## config.mk

```make
export PLATFORM = sky130hd
export DESIGN_NAME = router_pkt_tx_flat
export DESIGN_NICKNAME = d
export VERILOG_FILES = /design/src/rtl/router_pkt_tx_if.sv /design/src/rtl/router_pkt_tx.sv /design/src/flat_wrapper.sv
export SDC_FILE = /design/constraint.sdc
export NUM_CORES = 1
export LEC_CHECK = 0
export BUFFER_PORTS_ARGS = -buffer_cell sky130_fd_sc_hd__clkbuf_2
export CAP_MARGIN = 40
export CORE_MARGIN = 4
export CORE_UTILIZATION = 40
export CTS_BUF_LIST = sky130_fd_sc_hd__clkbuf_4
export DETAILED_ROUTE_END_ITERATION = 16
export PLACE_DENSITY = 0.68
export RECOVER_POWER = 50
export SETUP_SLACK_MARGIN = 0.4
export SLEW_MARGIN = 20
export SYNTH_ARGS = -nofsm -noshare
export SYNTH_HDL_FRONTEND = slang
export SYNTH_SLANG_ARGS = --single-unit
```

## constraint.sdc

```tcl
create_clock -name clk -period 2.45 [get_ports clk]
set_input_delay 0.1225 -clock clk [delete_from_list [all_inputs] [get_ports clk]]
set_output_delay 0.1225 -clock clk [all_outputs]
set_load 0.03 [all_outputs]
```

## src/rtl/router_pkt_tx_if.sv

```systemverilog
// Router input-port bus: pkt_valid/data toward the router, busy back from it.
// master = packet source (router_pkt_tx), slave = router input port.
interface router_pkt_tx_if;
    logic       pkt_valid;
    logic [7:0] data_out;
    logic       busy;

    modport master (output pkt_valid, output data_out, input busy);
    modport slave  (input pkt_valid, input data_out, output busy);
endinterface

```

## src/rtl/router_pkt_tx.sv

```systemverilog
// Packet source for the 1x3 router: buffers a payload, then sends header, payload and parity.
// Optional ROUTER_TX_ERR_INJ_EN adds err_inj, which flips bit 0 of the transmitted parity byte.
module router_pkt_tx #(
    parameter int GAP_CYCLES = 2,
    parameter int CNT_W      = 16
) (
    input  logic             clk,
    input  logic             rstn,
    input  logic             start,
    input  logic [1:0]       dest,
    input  logic [5:0]       len,
`ifdef ROUTER_TX_ERR_INJ_EN
    input  logic             err_inj,
`endif
    input  logic [7:0]       pl_data,
    input  logic             pl_valid,
    output logic             pl_ready,
    router_pkt_tx_if.master  bus,
    output logic             tx_active,
    output logic             done,
    output logic             cfg_err,
    output logic [CNT_W-1:0] pkt_cnt
);

    typedef enum logic [2:0] {
        IDLE,
        LOAD,
        HEADER,
        PAYLOAD,
        PARITY,
        GAP
    } state_t;

    localparam int GAP_W = (GAP_CYCLES > 1) ? $clog2(GAP_CYCLES) : 1;

    state_t           state;
    logic [7:0]       hdr;
    logic [7:0]       parity;
    logic [5:0]       len_q;
    logic [5:0]       wcnt;
    logic [5:0]       rcnt;
    logic [GAP_W-1:0] gcnt;
    logic             inj_q;
    logic             inj_in;
    logic             pkt_valid_q;
    logic [7:0]       data_q;
    logic [7:0]       pl_buf [0:63];
    logic             load_hs;

`ifdef ROUTER_TX_ERR_INJ_EN
    assign inj_in = err_inj;
`else
    assign inj_in = 1'b0;
`endif

    assign load_hs       = (state == LOAD) && pl_valid && pl_ready;
    assign bus.pkt_valid = pkt_valid_q;
    assign bus.data_out  = data_q;

    // NOTE: the payload RAM has no reset; its contents are only read after being written for this packet.
    always_ff @(posedge clk) begin
        if (load_hs) begin
            pl_buf[wcnt] <= pl_data;
        end
    end

    // NOTE: all state and outputs use <= so every branch sees the values from before this edge.
    always_ff @(posedge clk or negedge rstn) begin
        if (!rstn) begin
            state       <= IDLE;
            hdr         <= '0;
            parity      <= '0;
            len_q       <= '0;
            wcnt        <= '0;
            rcnt        <= '0;
            gcnt        <= '0;
            inj_q       <= 1'b0;
            pl_ready    <= 1'b0;
            pkt_valid_q <= 1'b0;
            data_q      <= '0;
            tx_active   <= 1'b0;
            done        <= 1'b0;
            cfg_err     <= 1'b0;
            pkt_cnt     <= '0;
        end else begin
            done    <= 1'b0;
            cfg_err <= 1'b0;
            case (state)
                IDLE: begin
                    if (start) begin
                        if (dest == 2'd3 || len == 6'd0) begin
                            cfg_err <= 1'b1;
                        end else begin
                            hdr       <= {len, dest};
                            parity    <= {len, dest};
                            len_q     <= len;
                            wcnt      <= '0;
                            inj_q     <= inj_in;
                            pl_ready  <= 1'b1;
                            tx_active <= 1'b1;
                            state     <= LOAD;
                        end
                    end
                end
                LOAD: begin
                    if (load_hs) begin
                        parity <= parity ^ pl_data;
                        wcnt   <= wcnt + 6'd1;
                        if (wcnt == len_q - 6'd1) begin
                            pl_ready    <= 1'b0;
                            pkt_valid_q <= 1'b1;
                            data_q      <= hdr;
                            state       <= HEADER;
                        end
                    end
                end
                // Bus bytes advance only on edges with busy low; otherwise outputs hold.
                HEADER: begin
                    if (!bus.busy) begin
                        rcnt   <= '0;
                        data_q <= pl_buf[6'd0];
                        state  <= PAYLOAD;
                    end
                end
                PAYLOAD: begin
                    if (!bus.busy) begin
                        if (rcnt == len_q - 6'd1) begin
                            pkt_valid_q <= 1'b0;
                            data_q      <= parity ^ {7'b0, inj_q};
                            state       <= PARITY;
                        end else begin
                            rcnt   <= rcnt + 6'd1;
                            data_q <= pl_buf[rcnt + 6'd1];
                        end
                    end
                end
                PARITY: begin
                    if (!bus.busy) begin
                        done    <= 1'b1;
                        pkt_cnt <= pkt_cnt + 1'b1;
                        data_q  <= '0;
                        gcnt    <= '0;
                        if (GAP_CYCLES == 0) begin
                            tx_active <= 1'b0;
                            state     <= IDLE;
                        end else begin
                            state <= GAP;
                        end
                    end
                end
                GAP: begin
                    if (gcnt == GAP_W'(GAP_CYCLES - 1)) begin
                        tx_active <= 1'b0;
                        state     <= IDLE;
                    end else begin
                        gcnt <= gcnt + 1'b1;
                    end
                end
                default: begin
                    state <= IDLE;
                end
            endcase
        end
    end

endmodule

```

## src/flat_wrapper.sv

```systemverilog
// flat-port wrapper written by rule: the top's interface ports become plain ports
module router_pkt_tx_flat 
#(
    parameter int GAP_CYCLES = 2,
    parameter int CNT_W      = 16
)
  (clk, rstn, start, dest, len, pl_data, pl_valid, pl_ready, tx_active, done, cfg_err, pkt_cnt, bus_pkt_valid, bus_data_out, bus_busy);
  router_pkt_tx_if bus_i ();
  input  logic clk;
  input  logic rstn;
  input  logic start;
  input  logic [1:0] dest;
  input  logic [5:0] len;
  input  logic [7:0] pl_data;
  input  logic pl_valid;
  output logic pl_ready;
  output logic tx_active;
  output logic done;
  output logic cfg_err;
  output logic [CNT_W-1:0] pkt_cnt;
  output wire logic [$bits(bus_i.pkt_valid)-1:0] bus_pkt_valid;
  output wire logic [$bits(bus_i.data_out)-1:0] bus_data_out;
  input wire logic [$bits(bus_i.busy)-1:0] bus_busy;
  assign bus_pkt_valid = bus_i.pkt_valid;
  assign bus_data_out = bus_i.data_out;
  assign bus_i.busy = bus_busy;
  router_pkt_tx #(.GAP_CYCLES(GAP_CYCLES), .CNT_W(CNT_W)) u_core (.clk(clk), .rstn(rstn), .start(start), .dest(dest), .len(len), .pl_data(pl_data), .pl_valid(pl_valid), .pl_ready(pl_ready), .bus(bus_i), .tx_active(tx_active), .done(done), .cfg_err(cfg_err), .pkt_cnt(pkt_cnt));
endmodule
```

==> reports/metrics.yaml, run 1 <==
worst_setup_path:
  critical_path.max_fanout: 8
  worstSetupEndpointType: "flip-flop"
  path_class: "flip-flop to flip-flop"
  required_ns: 3.28
  cp.arrival_ns: 3.51
  start_kind: "flip-flop"
route:
  dr_wl_met3_um: 4760
  vias: 14040
  drc: 0
  routed_wl_um: 58800
  drt_pass1_iterations: 6
  drtAntennaViolNets: 0
  wl_met1_um: 23360
  drt_iter0_markers: 1286
  wl_met2_um: 28690
  wl_per_cell_um: 22.74
  vias_per_cell: 5.430
  top_layer: "met5"
die:
  die_h_um: 250.1
  dieArea_mm2: 0.06255
  fp.dieW_um: 250.1
  io_pins: 50
  core_mm2: 0.05792
  initial_core_util: 0.4048
  fp-row-count: 88
logic_synthesis:
  yosysMostFrequentCell: "edfxtp_1"
  synthXorXnorAreaFrac: 0.01830
  synth-simple-area-share: 0.05070
  synth_top_family_by_area: "multiplexers"
  synth_flop_cell: "edfxtp_1"
  post_synth_num_cell_types: 62
  synth_compound_area_frac: 0.03922
  synthAdderAreaFrac: 0.002135
  ys_warn_count: 0
  avgSynthCellArea_um2: 17.91
  synthCells: 1309
  synthMuxAreaShare: 0.1510
  ys_seq_area_frac: 0.7208
  synth-seq-cells: 573
  synth_edf_count: 512
  synth_commonest_cells: "edfxtp_1, mux4_2, nor2_1"
  yosysTopAreaCell: "edfxtp_1"
  synth_area_leaders: "edfxtp_1, mux4_2, dfrtp_1"
  synth_top_area_frac: 0.6557
  async_reset_ff_frac: 0.1065
  netlist_area_mm2: 0.02345
  synth_fp_nets: 1334
clocking:
  cts_inserted_buffers: 147
  h-tree-depth: 4
  root_buffer: "clkbuf_4"
  clk_latency_ns: 0.97
  cts_tree: "yes"
  cts.sinks: 573
  clk_pin_slew_ns: 0.06
  cts.path.max_buffers: 3
power:
  p_sw_frac: 0.3296
  leakage_nw: 10.28
  p_per_area_mw_per_mm2: 1106
  p_comb_frac: 0.406
  p_int_mw: 22.36
  p_seq_frac: 0.350
  p_switching_mw: 10.99
  peakVddDrop_mv: 0.5374
  clock_power_share: 0.245
timing:
  tightest_slew_ns: 1.761
  hold_viol: 0
  fin_worst_skew_ns: 0.05688
  whs_ns: 0.1402
  setup_slack_ns: -0.2328
  setup_violations: 11
  fin_crit_ns: 2.683
  slew_viol_final: 65
  slew-limit-headroom: -0.1738
  fmax_mhz: 372.7
  grt_setup_unrepaired: "yes"
  fin_crit_sh: 1.095
placement:
  place_congestion: 0.8550
  hpwl_um: 36360
  postPlaceCellArea_mm2: 0.02608
  numPortBuffers: 49
finish:
  drive_gt1_frac: 0.4214
  num-fill-cells: 4574
  final_util: 0.5205
  syn_to_final_growth_pct: 28.58
  final_area_mm2: 0.03015
  nets: 1726
outcome:
  violations: "capacitance limit, slew limit, setup timing"
  status: "finished with violations"
run:
  cap_violations: 2
global_route:
  overflow: 0
  grt_pass1_vias: 14570
  grt_first_pass_wirelength_um: 88190
  antenna_found_initial: 1
  grt_max_degree: 41
  grt_usage: 0.1866
min_path:
  hold_class: "input pin to flip-flop"
-- cell families (layout without fill, tap and decap cells) --
kind of cell,after synthesis,after routing
other cells,0,1
xor+xnor,44,44
fa+ha+maj,4,4
compound gates,145,145
buf+inv,93,604
flops,573,573
mux,193,193
simple gates,257,257
-- metrics by stage --
step	total power [mW]	TNS, ns	cells	setup slack [ns]
2_1_floorplan	19.75	0	1309	0.2260
3_3_place_gp	23.20	-1.392	2175	-0.2746
3_5_place_dp	23.30	-1.443	2176	-0.2771
4_1_cts	32.78	-1.513	2559	-0.2167
5_1_grt	35.07	-3.404	2586	-0.3142
6_report	33.35	-1.656	2586	-0.2328
-- flip-flops by register name, indices dropped and copies added, names as in the netlist --
signal                count
u_core.bus.data_out       8
u_core.bus.pkt_valid      1
u_core.cfg_err            1
u_core.done               1
u_core.gcnt               1
u_core.hdr                3
u_core.len_q              5
u_core.parity             8
u_core.pkt_cnt           16
u_core.pl_buf           512
u_core.pl_ready           1
u_core.rcnt               6
u_core.state              3
u_core.tx_active          1
u_core.wcnt               6
-- worst max-delay path, cell delays in order, from the launching register on --
cell,delay (ns)
dfrtp_4,0.49
ha_4,0.30
buf_12,0.17
buf_16,0.15
buf_4,0.12
mux4_2,0.49
mux2i_1,0.32
nor2_1,0.07
nor4_1,0.21
buf_4,0.17
o31ai_2,0.05
-- path summary, 6_finish.rpt --
check	endpoint	from	slack, ns	depth (start not counted)
setup / recovery	u_core.bus.data_out[7]$_DFFE_PN0P_	u_core.rcnt[0]$_DFFE_PN0P_	-0.23	10
setup reg to reg	u_core.bus.data_out[7]$_DFFE_PN0P_	u_core.rcnt[0]$_DFFE_PN0P_	-0.23	10
hold reg to reg	u_core.pkt_cnt[15]$_DFFE_PN0P_	u_core.pkt_cnt[15]$_DFFE_PN0P_	0.46	1
max in group asynchronous	u_core.rcnt[0]$_DFFE_PN0P_	rstn	0.68	4
hold / removal	u_core.cfg_err$_DFF_PN0_	dest[0]	0.14	4
min in group asynchronous	u_core.pkt_cnt[1]$_DFFE_PN0P_	rstn	0.26	3
-- cell type report --
| class | instances | area (um2) | area share |
|---|---|---|---|
| flip-flops and latches | 573 | 16910 | 0.5609 |
| multi-input cells | 643 | 6998 | 0.2321 |
| repair buffers | 318 | 3308 | 0.1097 |
| clock buffers | 203 | 1524 | 0.05055 |
| well taps | 765 | 957.2 | 0.03175 |
| clock inverters | 65 | 381.6 | 0.01266 |
| inverters | 18 | 67.56 | 0.002241 |
| diodes | 1 | 2.502 | 0.00008300 |
-- timing repair --
item,4_1_cts,5_1_grt
setup buffers,84,20
endpoints found under the hold margin,450,3
hold buffers,30,1
cloned,1,3
gates resized for setup,68,78
endpoints found under the setup margin,529,488
pin swaps,58,42
-- cell usage in the layout, fill, tap and decap left out, drive strengths merged, types with 28 or more instances in the layout --
cell,n
edfxtp,512
nand3,38
dlygate4sd3,31
mux4,127
xnor2,28
clkinv,52
a21oi,31
dfrtp,61
mux2i,51
nor2,85
clkbuf,273
buf,217
o21ai,52
nand2,80
-- power by group through the flow --
stage / sequential [mW] / clock [mW] / combinational (mW)
finish: 11.7 / 8.16 / 13.5
global route: 11.7 / 9.00 / 14.4
CTS: 11.6 / 8.40 / 12.8
detailed placement: 11.8 / 0 / 11.5
global placement: 11.8 / 0 / 11.4
floorplan: 11.8 / 0 / 8.00
-- routing by layer --
metal	track usage	up-vias
li1	-	6098
met1	0.2457	7194
met2	0.2948	628
met3	0.05119	121
met4	0.07893	2
met5	0	-
Power figures use the tool's default switching activity.
==> inputs of run 2 (changes only) <==
--- a/config.mk
+++ b/config.mk
@@ -11,7 +11,6 @@
 export CORE_UTILIZATION = 40
 export CTS_BUF_LIST = sky130_fd_sc_hd__clkbuf_4
 export DETAILED_ROUTE_END_ITERATION = 16
-export PLACE_DENSITY = 0.68
 export RECOVER_POWER = 50
 export SETUP_SLACK_MARGIN = 0.4
 export SLEW_MARGIN = 20
==> run 2 against run 1 <==
Net effect:
- the flow still finishes with violations (capacitance limit, slew limit, setup timing)
- die area is the same
- sequential power about the same
- wire length is 5.0% higher
- worst setup slack got worse by 0.045 ns
- power up 1.5%
- non-clock buffer count is 22 higher
- fmax decreased by 1.7%
==> reports/metrics.yaml, run 2 (synthesis results as in run 1) <==
timing:
  fin_crit_ns: 2.728  # +0.04530 ns
  setup_slack_ns: -0.2781  # -0.04530 ns
  fin_crit_sh: 1.114  # +0.01849
  grt_setup_unrepaired: "yes"
  fin_worst_skew_ns: 0.06398  # +0.007098 ns
  slew-limit-headroom: -0.3878  # -0.2141
  tightest_slew_ns: 2.082  # +0.3211 ns
  fmax_mhz: 366.6  # -1.7%
  hold_viol: 0  # unchanged
  setup_violations: 8  # -3
  slew_viol_final: 227  # +250%
worst_setup_path:
  critical_path.max_fanout: 7  # -1
  reg2regPathDepth: 10  # unchanged
  path_class: "flip-flop to flip-flop"
  r2r-start: "u_core.rcnt[0]$_DFFE_PN0P_"
  cp.arrival_ns: 3.51  # about the same
  start_kind: "flip-flop"
  required_ns: 3.23  # -0.05 ns
  r2r_slack_ns: -0.28  # -0.05 ns
  worstSetupEndpointType: "flip-flop"
  timing.rr.end: "u_core.bus.data_out[2]$_DFFE_PN0P_"
finish:
  syn_to_final_growth_pct: 29.54
  seq_area_mm2: 0.01691  # about the same
  final_cell_mix: "edfxtp_1, clkbuf_4, mux4_2, buf_4, nand2_1"
  drive_gt1_frac: 0.4305  # +0.009097
  top_register: "u_core.pl_buf"
  fin_cells: 2594  # +0.31%
  num-fill-cells: 4715  # +3.1%
  nets: 1750  # +1.4%
  multiInputGateArea_mm2: 0.006983  # -0.21%
  reg.largest.list: "u_core.pl_buf (512), u_core.pkt_cnt (16)"
  layout_commonest_cell: "edfxtp_1"
  largest_register_ffs: 512  # unchanged
  final_area_mm2: 0.03037  # +0.75%
power:
  peakVddDrop_mv: 0.6970  # +30%
  leakage_nw: 10.42  # +1.4%
  total_power_mw: 33.85  # +1.5%
  p_per_area_mw_per_mm2: 1114  # +0.74%
route:
  drt_pass1_iterations: 5  # -1
  routed_wl_um: 61740  # +5.0%
  vias_per_cell: 5.429  # about the same
  wl_per_cell_um: 23.80  # +4.7%
  drc: 0  # unchanged
  vias: 14080  # +0.29%
  drt_iter0_markers: 1184  # -7.9%
  drtAntennaViolNets: 0  # unchanged
min_path:
  whs_endpoint: "u_core.cfg_err$_DFF_PN0_"
  hold_start: "start"
  hold_depth: 4  # unchanged
  hold_class: "input pin to flip-flop"
outcome:
  status: "finished with violations"
  violations: "capacitance limit, slew limit, setup timing"
placement:
  numPortBuffers: 49  # unchanged
  hpwl_um: 38300  # +5.3%
  place_congestion: 0.8460  # -1.1%
  dpl.cell_count: 2195  # +0.87%
  dp_slack_ns: -0.4460  # -0.1689 ns
  postPlaceCellArea_mm2: 0.02626  # +0.71%
global_route:
  grt_usage: 0.1972  # +0.01061
  grt_pass1_vias: 14560  # -0.089%
  grt_max_degree: 67  # +63%
  antenna_found_initial: 1  # unchanged
  grt_first_pass_wirelength_um: 91660  # +3.9%
  overflow: 0  # unchanged
die:
  io_pins: 50  # unchanged
  fp-row-count: 88  # unchanged
  initial_core_util: 0.4048  # unchanged
  die_h_um: 250.1  # unchanged
  fp.dieW_um: 250.1  # unchanged
  core_mm2: 0.05792  # unchanged
  dieArea_mm2: 0.06255  # unchanged
clocking:
  cts.path.max_buffers: 3  # unchanged
  cts_inserted_buffers: 149  # +1.4%
  clk_latency_ns: 0.96  # about the same
  cts_tree: "yes"
  cts.sinks: 573  # unchanged
  root_buffer: "clkbuf_4"
  clk_pin_slew_ns: 0.06  # about the same
  h-tree-depth: 4  # unchanged
run:
  cap_violations: 6  # +4
## run 2: cell type report
class,instances,share of cell area
Antenna cell,1,0.00008239
Clock buffer,212,0.05240
Tap cell,765,0.03151
Multi-Input combinational cell,643,0.2299
Clock inverter,42,0.01046
Timing Repair Buffer,340,0.1167
Sequential cell,573,0.5567
Inverter,18,0.002225
## run 2: through the flow
stage / setup TNS, ns / hold slack [ns] / util
final: -1.619 / 0.1693 / 0.5244
after global routing: -2.251 / 0.08402 / 0.5244
after CTS: -1.492 / 0.03152 / 0.5135
after detailed placement: -1.913 / 0.1664 / 0.4534
after global placement: -2.020 / 0.1673 / 0.4531
after floorplan: 0 / -0.1731 / -
## run 2: metal layers
metal,vias up,global-route usage,share of wire
li1,6160,-,-
met1,7276,0.2617,0.41
met2,538,0.3151,0.49
met3,110,0.04652,0.065
met4,0,0.08353,0.033
met5,-,0,0
## run 2: how the worst max path moves through the flow
| stage | start | to | slack [ns] |
|---|---|---|---|
| 2_1_floorplan | u_core.rcnt[1]$_DFFE_PN0P_ | u_core.bus.data_out[7]$_DFFE_PN0P_ | 0.23 |
| 3_3_place_gp | u_core.rcnt[0]$_DFFE_PN0P_ | u_core.bus.data_out[7]$_DFFE_PN0P_ | -0.41 |
| 3_5_place_dp | u_core.rcnt[0]$_DFFE_PN0P_ | u_core.bus.data_out[3]$_DFFE_PN0P_ | -0.45 |
| 4_1_cts | u_core.rcnt[0]$_DFFE_PN0P_ | u_core.bus.data_out[5]$_DFFE_PN0P_ | -0.21 |
| 5_1_grt | u_core.rcnt[0]$_DFFE_PN0P_ | u_core.bus.data_out[3]$_DFFE_PN0P_ | -0.31 |
| 6_report | u_core.rcnt[0]$_DFFE_PN0P_ | u_core.bus.data_out[2]$_DFFE_PN0P_ | -0.28 |
## run 2: critical path, stage by stage (launching register included)
cell and delay (ns):
dfrtp_4 0.49, ha_4 0.30, buf_6 0.10, buf_12 0.13, buf_12 0.14, buf_4 0.11
mux4_2 0.49, mux2i_1 0.22, mux2i_1 0.16, o211ai_1 0.31, nand3_1 0.11
## run 2: what timing repair did
action,in CTS,in global routing
gates cloned,2,2
hold endpoints to repair,642,0
buffers inserted,73,34
endpoints found under the setup margin,534,535
pin swaps,47,47
gates resized for setup,88,50
hold buffers,33,0
## run 2: power breakdown
part	switching [mW]	total [mW]	internal (mW)
clock network	3.81	8.31	4.50
logic	6.73	13.8	7.11
registers	0.551	11.7	11.1
